--- src/rtl/vga_pkg.sv ---
// Shared VGA definitions.
// Holds the display geometry, the colour constants used by the pixel
// generator, the cursor mode encoding and a small clamp helper that both the
// cursor controller and any other bounded-motion element can use.
package vga_pkg;

  localparam int H_DISP = 640;  // active pixels per line
  localparam int V_DISP = 480;  // active lines per frame
  localparam int SIDE_W = 40;   // border width in pixels
  localparam int ARM_W  = 80;   // half-length of the cursor arms

  localparam logic [23:0] BLUE  = 24'h0000ff;
  localparam logic [23:0] WHITE = 24'hffffff;
  localparam logic [23:0] BLACK = 24'h000000;
  localparam logic [23:0] RED   = 24'hff0000;
  localparam logic [23:0] GREEN = 24'h00ff00;

  typedef enum logic {
    MODE_MANUAL = 1'b0,
    MODE_AUTO   = 1'b1
  } mode_e;

  // Saturate an 11-bit position into [lo, hi].
  function automatic logic [10:0] clamp11(input logic [10:0] v,
                                          input logic [10:0] lo,
                                          input logic [10:0] hi);
    if (v < lo)      return lo;
    else if (v > hi) return hi;
    else             return v;
  endfunction

endpackage

--- src/rtl/vga_tick_div.sv ---
// Free-running rate divider.
// Counts 0..DIV_CNT-1 and wraps; tick is high (combinationally) for the one
// cycle in DIV_CNT where the count sits at its last value.
// Ports:
//   vga_clk   - pixel clock
//   sys_rst_n - asynchronous active-low reset, clears the count to 0
//   tick      - one-cycle strobe every DIV_CNT cycles
module vga_tick_div #(
  parameter int DIV_CNT = 250000
) (
  input  logic vga_clk,
  input  logic sys_rst_n,
  output logic tick
);

  localparam int CW = (DIV_CNT > 1) ? $clog2(DIV_CNT) : 1;
  localparam logic [CW-1:0] LAST = CW'(DIV_CNT - 1);

  logic [CW-1:0] count;

  always_ff @(posedge vga_clk or negedge sys_rst_n) begin
    if (!sys_rst_n)         count <= '0;
    else if (count == LAST) count <= '0;
    else                    count <= count + CW'(1);
  end

  assign tick = (count == LAST);

endmodule

--- src/rtl/vga_cursor_ctrl.sv ---
// Cursor position scheduler for the cross-shaped VGA cursor.
// Motion is rate-limited by a tick divider and computed on a shadow position;
// the shadow is copied to the drawn position only at end-of-frame so the
// renderer never sees a position change mid-frame. Two modes: manual (four
// direction buttons) and auto-bounce (reflects off the inner border). The
// mode itself only switches at end-of-frame.
// Ports:
//   vga_clk, sys_rst_n        - pixel clock, async active-low reset
//   pixel_xpos, pixel_ypos    - current scan position from the VGA driver
//   btn_up/down/left/right    - debounced level requests (manual mode)
//   mode_auto                 - requested mode, 1 = auto-bounce
//   cur_x, cur_y              - committed cursor centre
//   auto_active               - committed mode (the FSM state)
//   h_direct, v_direct        - auto directions, 1 = right / down
//   frame_commit              - pulse the cycle after cur_x/cur_y load
module vga_cursor_ctrl #(
  parameter int H_DISP  = vga_pkg::H_DISP,
  parameter int V_DISP  = vga_pkg::V_DISP,
  parameter int SIDE_W  = vga_pkg::SIDE_W,
  parameter int ARM_W   = vga_pkg::ARM_W,
  parameter int STEP    = 1,
  parameter int DIV_CNT = 250000,
  parameter int X_INIT  = 320,
  parameter int Y_INIT  = 240
) (
  input  logic       vga_clk,
  input  logic       sys_rst_n,
  input  logic [9:0] pixel_xpos,
  input  logic [9:0] pixel_ypos,
  input  logic       btn_up,
  input  logic       btn_down,
  input  logic       btn_left,
  input  logic       btn_right,
  input  logic       mode_auto,
  output logic [9:0] cur_x,
  output logic [9:0] cur_y,
  output logic       auto_active,
  output logic       h_direct,
  output logic       v_direct,
  output logic       frame_commit
);

  import vga_pkg::*;

  localparam logic [10:0] X_MIN  = 11'(SIDE_W + ARM_W);
  localparam logic [10:0] X_MAX  = 11'(H_DISP - SIDE_W - ARM_W);
  localparam logic [10:0] Y_MIN  = 11'(SIDE_W + ARM_W);
  localparam logic [10:0] Y_MAX  = 11'(V_DISP - SIDE_W - ARM_W);
  localparam logic [10:0] STEP11 = 11'(STEP);
  localparam logic [9:0]  X_LAST = 10'(H_DISP - 1);
  localparam logic [9:0]  Y_LAST = 10'(V_DISP - 1);

  logic        move_tick;
  logic        frame_end;
  mode_e       state, state_nxt;
  logic [9:0]  sh_x, sh_y, sh_x_nxt, sh_y_nxt;
  logic        h_nxt, v_nxt;
  logic [10:0] x_inc, x_dec, y_inc, y_dec;
  logic [10:0] x_res, y_res;

  vga_tick_div #(
    .DIV_CNT (DIV_CNT)
  ) u_tick_div (
    .vga_clk   (vga_clk),
    .sys_rst_n (sys_rst_n),
    .tick      (move_tick)
  );

  assign frame_end = (pixel_xpos == X_LAST) && (pixel_ypos == Y_LAST);

  // Shadow stays in [MIN, MAX], so 11-bit +/- STEP never wraps.
  assign x_inc = {1'b0, sh_x} + STEP11;
  assign x_dec = {1'b0, sh_x} - STEP11;
  assign y_inc = {1'b0, sh_y} + STEP11;
  assign y_dec = {1'b0, sh_y} - STEP11;

  always_ff @(posedge vga_clk or negedge sys_rst_n) begin
    if (!sys_rst_n) state <= MODE_MANUAL;
    else            state <= state_nxt;
  end

  always_comb begin
    state_nxt = state;
    x_res     = {1'b0, sh_x};
    y_res     = {1'b0, sh_y};
    h_nxt     = h_direct;
    v_nxt     = v_direct;
    case (state)
      MODE_MANUAL: begin
        if (frame_end && mode_auto) state_nxt = MODE_AUTO;
        if (move_tick) begin
          // Opposing buttons cancel and leave the axis where it is.
          if (btn_left && !btn_right)      x_res = clamp11(x_dec, X_MIN, X_MAX);
          else if (btn_right && !btn_left) x_res = clamp11(x_inc, X_MIN, X_MAX);
          if (btn_up && !btn_down)         y_res = clamp11(y_dec, Y_MIN, Y_MAX);
          else if (btn_down && !btn_up)    y_res = clamp11(y_inc, Y_MIN, Y_MAX);
        end
      end
      MODE_AUTO: begin
        if (frame_end && !mode_auto) state_nxt = MODE_MANUAL;
        if (move_tick) begin
          // Landing exactly on a bound counts as a hit: park there and flip.
          if (h_direct) begin
            if (x_inc >= X_MAX) begin x_res = X_MAX; h_nxt = 1'b0; end
            else                      x_res = x_inc;
          end else begin
            if (x_dec <= X_MIN) begin x_res = X_MIN; h_nxt = 1'b1; end
            else                      x_res = x_dec;
          end
          if (v_direct) begin
            if (y_inc >= Y_MAX) begin y_res = Y_MAX; v_nxt = 1'b0; end
            else                      y_res = y_inc;
          end else begin
            if (y_dec <= Y_MIN) begin y_res = Y_MIN; v_nxt = 1'b1; end
            else                      y_res = y_dec;
          end
        end
      end
      default: state_nxt = MODE_MANUAL;
    endcase
    sh_x_nxt = x_res[9:0];
    sh_y_nxt = y_res[9:0];
  end

  // Commit samples the pre-update shadow, so a tick landing on frame_end
  // shows up one frame later.
  always_ff @(posedge vga_clk or negedge sys_rst_n) begin
    if (!sys_rst_n) begin
      sh_x         <= 10'(X_INIT);
      sh_y         <= 10'(Y_INIT);
      cur_x        <= 10'(X_INIT);
      cur_y        <= 10'(Y_INIT);
      h_direct     <= 1'b1;
      v_direct     <= 1'b1;
      frame_commit <= 1'b0;
    end else begin
      sh_x         <= sh_x_nxt;
      sh_y         <= sh_y_nxt;
      h_direct     <= h_nxt;
      v_direct     <= v_nxt;
      frame_commit <= frame_end;
      if (frame_end) begin
        cur_x <= sh_x;
        cur_y <= sh_y;
      end
    end
  end

  assign auto_active = (state == MODE_AUTO);

endmodule

--- config.mk ---
export PLATFORM = sky130hd
export DESIGN_NAME = vga_cursor_ctrl
export DESIGN_NICKNAME = d
export VERILOG_FILES = /design/src/rtl/vga_pkg.sv /design/src/rtl/vga_tick_div.sv /design/src/rtl/vga_cursor_ctrl.sv
export SDC_FILE = /design/constraint.sdc
export NUM_CORES = 1
export LEC_CHECK = 0
export BUFFER_PORTS_ARGS = -buffer_cell sky130_fd_sc_hd__buf_2
export CORE_MARGIN = 3
export CORE_UTILIZATION = 40
export CTS_CLUSTER_DIAMETER = 30
export DETAILED_ROUTE_END_ITERATION = 10
export PLACE_DENSITY_LB_ADDON = 0.12
export SLEW_MARGIN = 10
export SYNTH_ARGS = -nofsm -noshare
export SYNTH_HDL_FRONTEND = slang
export SYNTH_HIERARCHICAL = 1
export SYNTH_SLANG_ARGS = --single-unit
--- constraint.sdc ---
create_clock -name vga_clk -period 4.5 [get_ports vga_clk]
set_input_delay 0.9 -clock vga_clk [delete_from_list [all_inputs] [get_ports vga_clk]]
set_output_delay 0.9 -clock vga_clk [all_outputs]
set_load 0.05 [all_outputs]
==> impl_metrics.tcl <==
set metrics [dict create \
    worstSetupStartpointType "flop" \
    ios 51 \
    p_leak_nw 2.33 \
    mostFrequentLayoutCells "95 x nand2_1, 55 x nor2_1, 50 x buf_2, 48 x dfrtp_1, 28 x o21ai_0" \
    synth_fp_nets 655 \
    ant_nets 0 \
    grt_antenna_before_repair 0 \
    cp_cell_sequence "inv_1 > ha_1 > or4b_4 > or2_1 > a21oi_2 > nor2_1 > o31ai_4 > nand2_2 > a311o_1 > o22ai_1" \
    drt_first_pass_iters 5 \
    hold-worst-slack_ns 0.456 \
    core_area_um2 12100 \
    swShare_pct 21.4 \
    p_switching_w 0.000292 \
    cts_resized 0 \
    synth_ff_type "dfrtp_1" \
    rows 40 \
    cts_tree "yes" \
    rsz0062_at_grt "no" \
    power_frac_clock_pct 56.6 \
    slowest_delay_ns 0.55 \
    routabilityCongestion 0.931 \
    comb_power_share_pct 2.5 \
    postSynthCellCount 619 \
    hold_path.class "reg2reg" \
    max_cap_viol_count 0 \
    num_vias 4800 \
    fin_tns_setup_ns 0 \
    portBuffers 50 \
    drt_iter0_drc 381 \
    finalHoldViolCount 0 \
    p_total_w 0.00136 \
    cts_hold_buf 0 \
    status "finished clean" \
    worstReg2RegStart "sh_y[1]" \
    cp.arrival_ns 3.49 \
    start_util_pct 41.4 \
    viasPerCell 5.85 \
    synth_edf_count 0 \
    die_x_um 118 \
    die_area_um2 13900 \
    r2r-end "sh_y[0]" \
    irDropWorstVdd_v 0.000198 \
    path_clk_slew_ns 0.06 \
    synthesis.area_um2 5010 \
    layout_commonest_cell "nand2_1" \
    grtUsageTotal_pct 21.6 \
    cp-end-kind "flop" \
    path_max_fanout 15 \
    powerDensity_nw_per_um2 241 \
    required_ns 4.75 \
    wl_per_cell_um 18.2 \
    overflow 0 \
    min_period_over_period_pct 72.0 \
    slew_violations 0 \
    ctsRootBufferMaster "clkbuf_16" \
    max-slew-margin-rel_pct 43.3 \
    cts_sinks 62 \
    max_freq_mhz 309 \
    synthToLayoutAreaGrowth_pct 13.2 \
    r2r_cells 10 \
    synth-seq-cells 62 \
    hpwl_mm 10.9 \
    worstHoldPathCells 2 \
    pwr-share-seq_pct 40.9 \
    crit_type "reg2reg" \
    worstSkewPairLatency_ns 0.33 \
    cts_setup_buffers 0 \
    grt_first_pass_wirelength_mm 24.5 \
    whs_endpoint "cur_x[6]" \
    async_flop_share_pct 100 \
    grt_max_degree 33 \
    avgSynthCellArea_um2 8.10 \
    synth_cell_types 86 \
    setup_viol 0 \
    drt-total-wl_mm 15.0 \
    die_h_um 118 \
    worstMarginPinSlew_ns 0.851 \
    intPower_w 0.00107 \
    critPathSlowestCell "or4b_4" \
    r2r_setup_slack_ns 1.26 \
    drc 0 \
    final_net_count 684 \
    post-route-min-period_ns 3.24 \
    htree_levels 3 \
    holdCritStartpoint "cur_x[6]" \
    grt_pass1_vias 4585 \
    finClkSkew_ns 0.0118 \
    clock_path_buffers 2 \
    drive_above_1_share_pct 18.2 \
    yosysWarnings 6 \
    cts_made_buffers 9 \
    ys_seq_area_share_pct 31.3 \
    num_antenna_cells 0 \
]
final cells by class:
class / count / area, um^2
Clock buffer: 10 / 239
Clock inverter: 6 / 92.6
Fill cell: 1215 / 6440
Inverter: 20 / 75.1
Multi-Input combinational cell: 498 / 3180
Sequential cell: 62 / 1570
Tap cell: 168 / 210
Timing Repair Buffer: 57 / 303
state kept, by name, indices dropped and copies added, names as in the netlist, named ones only:
name / count
cur_y: 10
sh_x: 10
h_direct: 1
v_direct: 1
sh_y: 10
frame_commit: 1
cur_x: 10
u_tick_div/count: 18
layer usage:
metal | GRT usage [%] | up-vias | wire length, um
met4 | 7.84 | 0 | 404
met2 | 34.7 | 177 | 7010
met3 | 4.04 | 30 | 974
li1 | - | 2313 | -
met5 | 0 | - | 0
met1 | 29.0 | 2280 | 6590
worst max-delay path by stage:
stage	start	endpoint	slack, ns
after global placement	sh_y[1]	sh_y[5]	1.38
after CTS	sh_y[1]	sh_y[0]	1.30
after detailed placement	sh_y[1]	sh_y[5]	1.32
final	sh_y[1]	sh_y[0]	1.26
after floorplan	sh_y[1]	sh_y[0]	1.80
after global routing	sh_y[1]	sh_y[5]	0.97
power by group through the flow:
stage / logic [W] / clock network [W] / registers [W]
detailed placement: 0.0000343 / 0 / 0.000568
floorplan: 0.00000782 / 0 / 0.000568
finish: 0.0000335 / 0.000773 / 0.000558
global route: 0.0000380 / 0.000817 / 0.000558
global placement: 0.0000340 / 0 / 0.000568
CTS: 0.0000343 / 0.000790 / 0.000558
worst max-delay path: cells and delay by family (launching register included):
kind / cells / cell delay, ns
adder cells (fa/ha/maj): 1 / 0.47
flip-flops: 1 / 0.54
AO/OA/AOI/OAI: 4 / 0.90
AND/OR/NAND/NOR: 4 / 1.00
buffers and inverters: 1 / 0.23
stage by stage:
stage	worst slack, ns	area (um^2)	instances	util, %
after floorplan	1.80	5010	619	-
after global placement	1.38	5340	805	44.1
after detailed placement	1.32	5340	805	44.1
after CTS	1.30	5670	821	46.8
after global routing	0.970	5670	821	46.8
final	1.26	5670	821	46.8
synth_stat cells, types with 8 or more instances:
library cell | number | area (um^2)
dfstp_2 | 14 | 368
o21a_1 | 9 | 67.6
inv_1 | 19 | 71.3
o21ai_1 | 9 | 45.0
xor2_1 | 14 | 123
nor2_1 | 55 | 206
and2_1 | 8 | 50.1
xnor2_1 | 25 | 219
buf_2 | 16 | 80.1
nand3_1 | 16 | 80.1
nor3_1 | 21 | 105
dfrtp_1 | 48 | 1200
a31oi_1 | 13 | 81.3
nor4_1 | 10 | 62.6
o21ai_0 | 28 | 140
a21oi_1 | 25 | 125
nand2_1 | 95 | 357
clkbuf_1 | 19 | 71.3
ha_1 | 9 | 113
o211ai_1 | 8 | 60.1
kinds of logic after synthesis:
| logic type | share of synthesized area (%) |
|---|---|
| AND/OR/NAND/NOR | 28.2 |
| AO/OA/AOI/OAI | 24.7 |
| flip-flops | 31.3 |
| buffers and inverters | 5.19 |
| XOR/XNOR | 6.81 |
| adder cells (fa/ha/maj) | 2.25 |
| multiplexers | 1.47 |
No activity file was read; power rests on OpenSTA's default activity.
